File: config.mk
export PLATFORM = sky130hd
export DESIGN_NAME = xor_share_arbiter_flat
export DESIGN_NICKNAME = d
export VERILOG_FILES = /design/src/rtl/xor_arb_pkg.sv /design/src/rtl/xor_share_arbiter_if.sv /design/src/rtl/xor_component.sv /design/src/rtl/xor_share_arbiter.sv /design/src/flat_wrapper.sv
export SDC_FILE = /design/constraint.sdc
export NUM_CORES = 1
export LEC_CHECK = 0
export CORE_MARGIN = 5
export CORE_UTILIZATION = 30
export DETAILED_ROUTE_END_ITERATION = 7
export GPL_TIMING_DRIVEN = 0
export PLACE_DENSITY = 0.67
export SYNTH_ARGS = -nofsm -noshare
export SYNTH_HDL_FRONTEND = slang
export SYNTH_SLANG_ARGS = --single-unit
File: constraint.sdc
create_clock -name clk -period 2.7 [get_ports clk]
set_input_delay 0.54 -clock clk [delete_from_list [all_inputs] [get_ports clk]]
set_output_delay 0.54 -clock clk [all_outputs]
set_load 0.05 [all_outputs]
File: src/rtl/xor_arb_pkg.sv
// Shared definitions for the XOR-unit arbiter: widths, state encoding, state enum.
package xor_arb_pkg;

  localparam int unsigned XOR_DATA_W  = 8;
  localparam int unsigned XOR_MAX_REQ = 4;
  localparam int unsigned GID_W       = 2;

  localparam logic [1:0] ST_IDLE = 2'd0;
  localparam logic [1:0] ST_EXEC = 2'd1;
  localparam logic [1:0] ST_RESP = 2'd2;

  typedef enum logic [1:0] {
    IDLE = ST_IDLE,
    EXEC = ST_EXEC,
    RESP = ST_RESP
  } state_e;

endpackage

File: src/rtl/xor_share_arbiter_if.sv
// Requester-side bus of the shared XOR arbiter; master = requesters, slave = arbiter.
interface xor_share_arbiter_if
  import xor_arb_pkg::*;
#(
  parameter int unsigned DATA_W  = XOR_DATA_W,
  parameter int unsigned NUM_REQ = XOR_MAX_REQ
);

  logic [NUM_REQ-1:0]        req;
  logic [NUM_REQ*DATA_W-1:0] a_in;
  logic [NUM_REQ*DATA_W-1:0] b_in;
  logic [NUM_REQ-1:0]        ack;
  logic [DATA_W-1:0]         result;
  logic [GID_W-1:0]          grant_id;
  logic                      busy;

  modport master (
    output req, a_in, b_in,
    input  ack, result, grant_id, busy
  );

  modport slave (
    input  req, a_in, b_in,
    output ack, result, grant_id, busy
  );

endinterface

File: src/rtl/xor_component.sv
// Shared 8-bit bitwise XOR datapath.
module xor_component
  import xor_arb_pkg::*;
(
  input  logic [XOR_DATA_W-1:0] a,
  input  logic [XOR_DATA_W-1:0] b,
  output logic [XOR_DATA_W-1:0] y
);

  assign y = a ^ b;

endmodule

File: src/rtl/xor_share_arbiter.sv
// Arbitrates up to four requesters onto one xor_component; round-robin by default,
// fixed lowest-index priority when XOR_ARB_FIXED_PRIO_EN is defined.
module xor_share_arbiter
  import xor_arb_pkg::*;
#(
  parameter int unsigned DATA_W  = XOR_DATA_W,
  parameter int unsigned NUM_REQ = XOR_MAX_REQ
) (
  input logic                clk,
  input logic                rst,
  xor_share_arbiter_if.slave bus
);

  state_e              state_q, state_d;
  logic [DATA_W-1:0]   op_a_q, op_a_d;
  logic [DATA_W-1:0]   op_b_q, op_b_d;
  logic [DATA_W-1:0]   result_q, result_d;
  logic [DATA_W-1:0]   xor_y;
  logic [NUM_REQ-1:0]  ack_q, ack_d;
  logic [GID_W-1:0]    gid_q, gid_d;
  logic [GID_W-1:0]    winner;
  logic                busy_q, busy_d;

  function automatic logic [GID_W-1:0] wrap_inc(input logic [GID_W-1:0] i);
    return (32'(i) == NUM_REQ - 1) ? '0 : i + 1'b1;
  endfunction

`ifdef XOR_ARB_FIXED_PRIO_EN
  // Lowest set index wins; scanning downward leaves the lowest one last.
  function automatic logic [GID_W-1:0] pick(input logic [NUM_REQ-1:0] r);
    logic [GID_W-1:0] w;
    w = '0;
    for (int i = NUM_REQ - 1; i >= 0; i--) begin
      if (r[i]) w = GID_W'(i);
    end
    return w;
  endfunction

  assign winner = pick(bus.req);
`else
  logic [GID_W-1:0] ptr_q, ptr_d;

  // First set request scanning ptr, ptr+1, ... modulo NUM_REQ.
  function automatic logic [GID_W-1:0] pick(input logic [NUM_REQ-1:0] r,
                                            input logic [GID_W-1:0]   p);
    logic [GID_W-1:0] idx;
    logic [GID_W-1:0] w;
    logic             found;
    idx   = p;
    w     = '0;
    found = 1'b0;
    for (int k = 0; k < NUM_REQ; k++) begin
      if (!found && r[idx]) begin
        w     = idx;
        found = 1'b1;
      end
      idx = wrap_inc(idx);
    end
    return w;
  endfunction

  assign winner = pick(bus.req, ptr_q);
`endif

  xor_component u_xor (
    .a (op_a_q),
    .b (op_b_q),
    .y (xor_y)
  );

  // Next-state and next-register values.
  always_comb begin
    state_d  = state_q;
    op_a_d   = op_a_q;
    op_b_d   = op_b_q;
    result_d = result_q;
    ack_d    = '0;
    gid_d    = gid_q;
    busy_d   = busy_q;
`ifndef XOR_ARB_FIXED_PRIO_EN
    ptr_d    = ptr_q;
`endif
    case (state_q)
      IDLE: begin
        if (|bus.req) begin
          op_a_d  = bus.a_in[32'(winner)*DATA_W +: DATA_W];
          op_b_d  = bus.b_in[32'(winner)*DATA_W +: DATA_W];
          gid_d   = winner;
          busy_d  = 1'b1;
          state_d = EXEC;
`ifndef XOR_ARB_FIXED_PRIO_EN
          ptr_d   = wrap_inc(winner);
`endif
        end
      end
      EXEC: begin
        result_d = xor_y;
        ack_d    = NUM_REQ'(1) << gid_q;
        state_d  = RESP;
      end
      RESP: begin
        busy_d  = 1'b0;
        state_d = IDLE;
      end
      default: begin
        busy_d  = 1'b0;
        state_d = IDLE;
      end
    endcase
  end

  always_ff @(posedge clk or posedge rst) begin
    if (rst) begin
      state_q  <= IDLE;
      op_a_q   <= '0;
      op_b_q   <= '0;
      result_q <= '0;
      ack_q    <= '0;
      gid_q    <= '0;
      busy_q   <= 1'b0;
`ifndef XOR_ARB_FIXED_PRIO_EN
      ptr_q    <= '0;
`endif
    end else begin
      state_q  <= state_d;
      op_a_q   <= op_a_d;
      op_b_q   <= op_b_d;
      result_q <= result_d;
      ack_q    <= ack_d;
      gid_q    <= gid_d;
      busy_q   <= busy_d;
`ifndef XOR_ARB_FIXED_PRIO_EN
      ptr_q    <= ptr_d;
`endif
    end
  end

  assign bus.ack      = ack_q;
  assign bus.result   = result_q;
  assign bus.grant_id = gid_q;
  assign bus.busy     = busy_q;

endmodule

File: src/flat_wrapper.sv
// flat-port wrapper written by rule: the top's interface ports become plain ports
module xor_share_arbiter_flat import xor_arb_pkg::*;
#(
  parameter int unsigned DATA_W  = XOR_DATA_W,
  parameter int unsigned NUM_REQ = XOR_MAX_REQ
)
  (clk, rst, bus_req, bus_a_in, bus_b_in, bus_ack, bus_result, bus_grant_id, bus_busy);
  xor_share_arbiter_if #(.DATA_W(DATA_W), .NUM_REQ(NUM_REQ)) bus_i ();
  input logic clk;
  input logic rst;
  input wire logic [$bits(bus_i.req)-1:0] bus_req;
  input wire logic [$bits(bus_i.a_in)-1:0] bus_a_in;
  input wire logic [$bits(bus_i.b_in)-1:0] bus_b_in;
  output wire logic [$bits(bus_i.ack)-1:0] bus_ack;
  output wire logic [$bits(bus_i.result)-1:0] bus_result;
  output wire logic [$bits(bus_i.grant_id)-1:0] bus_grant_id;
  output wire logic [$bits(bus_i.busy)-1:0] bus_busy;
  assign bus_i.req = bus_req;
  assign bus_i.a_in = bus_a_in;
  assign bus_i.b_in = bus_b_in;
  assign bus_ack = bus_i.ack;
  assign bus_result = bus_i.result;
  assign bus_grant_id = bus_i.grant_id;
  assign bus_busy = bus_i.busy;
  xor_share_arbiter #(.DATA_W(DATA_W), .NUM_REQ(NUM_REQ)) u_core (.clk(clk), .rst(rst), .bus(bus_i));
endmodule
==> load_flow_metrics.sql, run 1 <==
INSERT INTO impl_metrics (metric_group, metric, value, unit) VALUES
('outcome', 'outcome', 'finished clean', ''),
('detailed_routing', 'routed_wirelength', '6455', 'um'),
('die', 'floorplan.initialDensity', '30.50', '%'),
('die', 'number_of_primary_i_o_pins', '85', ''),
('detailed_routing', 'vias', '2048', ''),
('finish', 'post_route_cells_drive_above_1_share', '16.29', '%'),
('pwr', 'switching_share', '46.67', '%'),
('synth', 'post_synth_instance_area', '2188', 'um2'),
('timing', 'final-hold-violation-count', '0', ''),
('worst_setup_path', 'critPathMaxFanout', '10', ''),
('detailed_routing', 'viasPerCell', '4.971', ''),
('hold_path', 'timing.hold.worst.class', 'flop to flop', ''),
('detailed_routing', 'detailedRoute.firstIterationViolations', '103', ''),
('cts', 'clock-sinks', '35', ''),
('global_route', 'grt-ovfl-total', '0', ''),
('die', 'number_of_standard_cell_rows_in_the_floorplan', '31', ''),
('synth', 'synth_fp_nets', '290', ''),
('finish', 'num-fill-cells', '675', ''),
('die', 'fp.coreArea', '7176', 'um2'),
('timing', 'setup_slack', '58.24', 'ps'),
('synth', 'number_of_synthesis_warnings', '0', ''),
('synth', 'synth-edff-count', '0', ''),
('run', 'cap_violations', '0', ''),
('timing', 'finalSetupViolations', '0', ''),
('detailed_routing', 'detail-route-antenna-nets', '0', ''),
('detailed_routing', 'routed_wire_length_per_instance', '15.67', 'um'),
('timing', 'layout_worst_path_cycle_share', '97.84', '%'),
('global_route', 'antenna_found_initial', '0', ''),
('timing', 'fmax', '0.3785', 'GHz'),
('detailed_routing', 'route.detailed.drc', '0', ''),
('global_route', 'first_global_vias', '2067', ''),
('worst_setup_path', 'criticalPathCategory', 'input port to flop', ''),
('worst_setup_path', 'cp_num_buf_inv', '3', ''),
('worst_setup_path', 'required_time_at_the_worst_slack_endpoint', '2860', 'ps'),
('placed_design', 'place.detailed.hpwl', '4954', 'um'),
('die', 'die_y', '95.41', 'um'),
('die', 'floorplan.die_area', '9102', 'um2'),
('worst_setup_path', 'worst_path_largest_cell_delay', '550', 'ps'),
('pwr', 'fraction_of_power_consumed_by_combinational_cells', '68.6', '%'),
('worst_setup_path', 'cpLargestDelayFamily', 'buffers and inverters', ''),
('finish', 'final_cell_count_no_fill', '412', ''),
('worst_setup_path', 'worst_path_max_delay_cell', 'sky130_fd_sc_hd__mux4_2', ''),
('cts', 'root_buffer', 'sky130_fd_sc_hd__clkbuf_8', ''),
('worst_setup_path', 'worstPathArrival', '2800', 'ps'),
('timing', 'timing.final.crit_period', '2642', 'ps'),
('worst_setup_path', 'crit_path_start_kind', 'input port', ''),
('pwr', 'power_density_normalized_to_cell_area', '1278', 'nW/um2'),
('timing', 'worst_slew_margin_rel', '52.49', '%'),
('finish', 'flow.area_growth_from_synthesis', '56.09', '%'),
('synth', 'synth_sequential_area_ratio', '40.02', '%'),
('pwr', 'power.net_switching', '2.038', 'mW'),
('detailed_routing', 'detail_route.first_pass.iterations', '6', ''),
('finish', 'num_antenna_cells', '0', ''),
('worst_setup_path', 'critical_path_cell_by_cell', 'clkdlybuf4s50_1 -> buf_4 -> mux4_2 -> a311oi_4 -> o21ai_4 -> buf_8 -> a221oi_2 -> a211oi_1', ''),
('cts', 'htree_levels', '2', ''),
('synth', 'synth_top_cells_by_area', 'sky130_fd_sc_hd__dfrtp_1 (40%), sky130_fd_sc_hd__mux2i_1 (7.8%), sky130_fd_sc_hd__a221oi_1 (5.2%)', ''),
('worst_setup_path', 'setup.worst_path.end_class', 'flop', ''),
('timing', 'worstMarginPinSlew', '711.7', 'ps'),
('pwr', 'design_power_total', '4.366', 'mW'),
('die', 'die-width', '95.41', 'um'),
('synth', 'yosys_register_bits', '35', ''),
('placed_design', 'placement.io_buffers', '83', ''),
('finish', 'finalNetCount', '383', ''),
('pwr', 'ir_drop', '0.5612', 'mV'),
('global_route', 'global_route_wire_length_before_repair', '10090', 'um'),
('global_route', 'grt.total_usage', '14.49', '%'),
('synth', 'netlist.top_cell.by_area', 'sky130_fd_sc_hd__dfrtp_1', ''),
('synth', 'synth_area_per_cell', '9.992', 'um2'),
('synth', 'synth-async-reset-ratio', '100.0', '%'),
('pwr', 'share_clk_of_total_power', '9.4', '%'),
('synth', 'ys_dominant_reg_cell', 'sky130_fd_sc_hd__dfrtp_1', '');
worst paths after layout:
kind / depth (start not counted) / from / to / slack, ps
worst min-delay path: 1 / u_core.bus.busy / u_core.bus.busy / 480
worst max-delay path: 8 / bus_req[2] / u_core.op_b_q[2] / 60
worst max register to register: 9 / u_core.ptr_q[0] / u_core.op_a_q[0] / 150
min in group asynchronous: 2 / rst / u_core.op_b_q[5] / 690
worst min register to register: 1 / u_core.bus.busy / u_core.bus.busy / 480
max in group asynchronous: 2 / rst / u_core.ptr_q[0] / 1510
cells by family after synthesis:
logic type	count (synthesis)	share of synthesized area (%)
mux	21	11.03
flops	35	40.02
simple gates	69	17.44
xor+xnor	9	3.602
buf+inv	25	6.232
fa+ha+maj	1	0.5717
compound gates	59	21.10
registers in the layout (all words and copies together) (netlist names):
signal               flops
u_core.bus.ack           4
u_core.bus.busy          1
u_core.bus.grant_id      2
u_core.bus.result        8
u_core.op_a_q            8
u_core.op_b_q            8
u_core.ptr_q             2
u_core.state_q           2
power groups by stage:
stage	logic (mW)	clock network [mW]	registers (mW)
floorplan	1.64	0	1.28
CTS	2.84	0.415	0.963
global route	3.23	0.442	1.00
global placement	2.66	0	0.959
finish	2.99	0.410	0.961
detailed placement	2.69	0	0.965
per-stage QoR:
step / hold slack (ps) / setup TNS [ps] / util [%] / area [um2]
after floorplan: 538.1 / 0 / - / 2188
after global placement: 469.0 / -4524 / 43.80 / 3143
after detailed placement: 469.8 / -5171 / 43.80 / 3143
after CTS: 484.6 / 0 / 46.31 / 3323
after global routing: 525.8 / -4.719 / 47.60 / 3416
final: 480.8 / 0 / 47.60 / 3416
synth_stat cells (2+ instances only):
library cell	count
sky130_fd_sc_hd__dfrtp_1	35
sky130_fd_sc_hd__nor2_1	28
sky130_fd_sc_hd__and3_1	17
sky130_fd_sc_hd__mux2i_1	17
sky130_fd_sc_hd__a211oi_1	15
sky130_fd_sc_hd__a221oi_1	13
sky130_fd_sc_hd__a21oi_1	11
sky130_fd_sc_hd__xnor2_1	9
sky130_fd_sc_hd__clkbuf_1	8
sky130_fd_sc_hd__inv_1	6
sky130_fd_sc_hd__o21ai_0	5
sky130_fd_sc_hd__buf_2	4
sky130_fd_sc_hd__buf_6	4
sky130_fd_sc_hd__and3b_1	3
sky130_fd_sc_hd__nand2_1	3
sky130_fd_sc_hd__nor3b_1	3
sky130_fd_sc_hd__a221oi_2	2
sky130_fd_sc_hd__buf_4	2
sky130_fd_sc_hd__mux4_2	2
sky130_fd_sc_hd__nand3_1	2
sky130_fd_sc_hd__nand3b_1	2
sky130_fd_sc_hd__nor2b_1	2
sky130_fd_sc_hd__nor3_1	2
sky130_fd_sc_hd__o211a_1	2
sky130_fd_sc_hd__o211ai_1	2
placed cells by master (no fill, tap or decap), types with 3 or more instances in the layout:
| cell type | netlist | layout |
|---|---|---|
| sky130_fd_sc_hd__a211oi_1 | 15 | 14 |
| sky130_fd_sc_hd__a221oi_1 | 13 | 6 |
| sky130_fd_sc_hd__xnor2_1 | 9 | 9 |
| sky130_fd_sc_hd__inv_1 | 6 | 5 |
| sky130_fd_sc_hd__and3b_1 | 3 | 3 |
| sky130_fd_sc_hd__and3_1 | 17 | 17 |
| sky130_fd_sc_hd__o21ai_0 | 5 | 5 |
| sky130_fd_sc_hd__nand2_1 | 3 | 3 |
| sky130_fd_sc_hd__clkbuf_1 | 8 | 6 |
| sky130_fd_sc_hd__nor3b_1 | 3 | 3 |
| sky130_fd_sc_hd__a21oi_1 | 11 | 11 |
| sky130_fd_sc_hd__clkdlybuf4s50_1 | 0 | 82 |
| sky130_fd_sc_hd__dfrtp_1 | 35 | 34 |
| sky130_fd_sc_hd__mux2i_1 | 17 | 15 |
| sky130_fd_sc_hd__buf_4 | 2 | 7 |
| sky130_fd_sc_hd__buf_2 | 4 | 3 |
| sky130_fd_sc_hd__a221oi_2 | 2 | 8 |
| sky130_fd_sc_hd__clkbuf_8 | 0 | 7 |
| sky130_fd_sc_hd__nor2_1 | 28 | 28 |
layer usage:
| metal | up-vias | GRT usage (%) | part of all wire [%] |
|---|---|---|---|
| met2 | 67 | 22.27 | 44 |
| met1 | 954 | 19.29 | 47 |
| met3 | 8 | 4.025 | 7.0 |
| met4 | 0 | 5.687 | 1.7 |
| met5 | - | 0 | 0 |
| li1 | 1019 | - | - |
what timing repair did:
action / 4_1_cts / 5_1_grt
setup buffers: 0 / 3
gates resized for setup: 11 / 21
setup endpoints to repair: 12 / 14
hold buffers: 0 / 0
pin swaps: 1 / 2
final cells by class:
class	instances	area (um2)	area share, %
Buffer	18	126.4	3.700
Sequential cell	35	877.1	25.68
Clock buffer	8	100.1	2.930
Multi-Input combinational cell	159	1306	38.24
Timing Repair Buffer	86	855.8	25.05
Tap cell	99	123.9	3.626
Inverter	7	26.28	0.7692
Power figures use the tool's default switching activity.
==> run 2: changes to the inputs <==
CTS_CLUSTER_SIZE = 10   (was default)
==> results of run 2 <==
Final layout, timing and power as in run 1 (identical DEF).
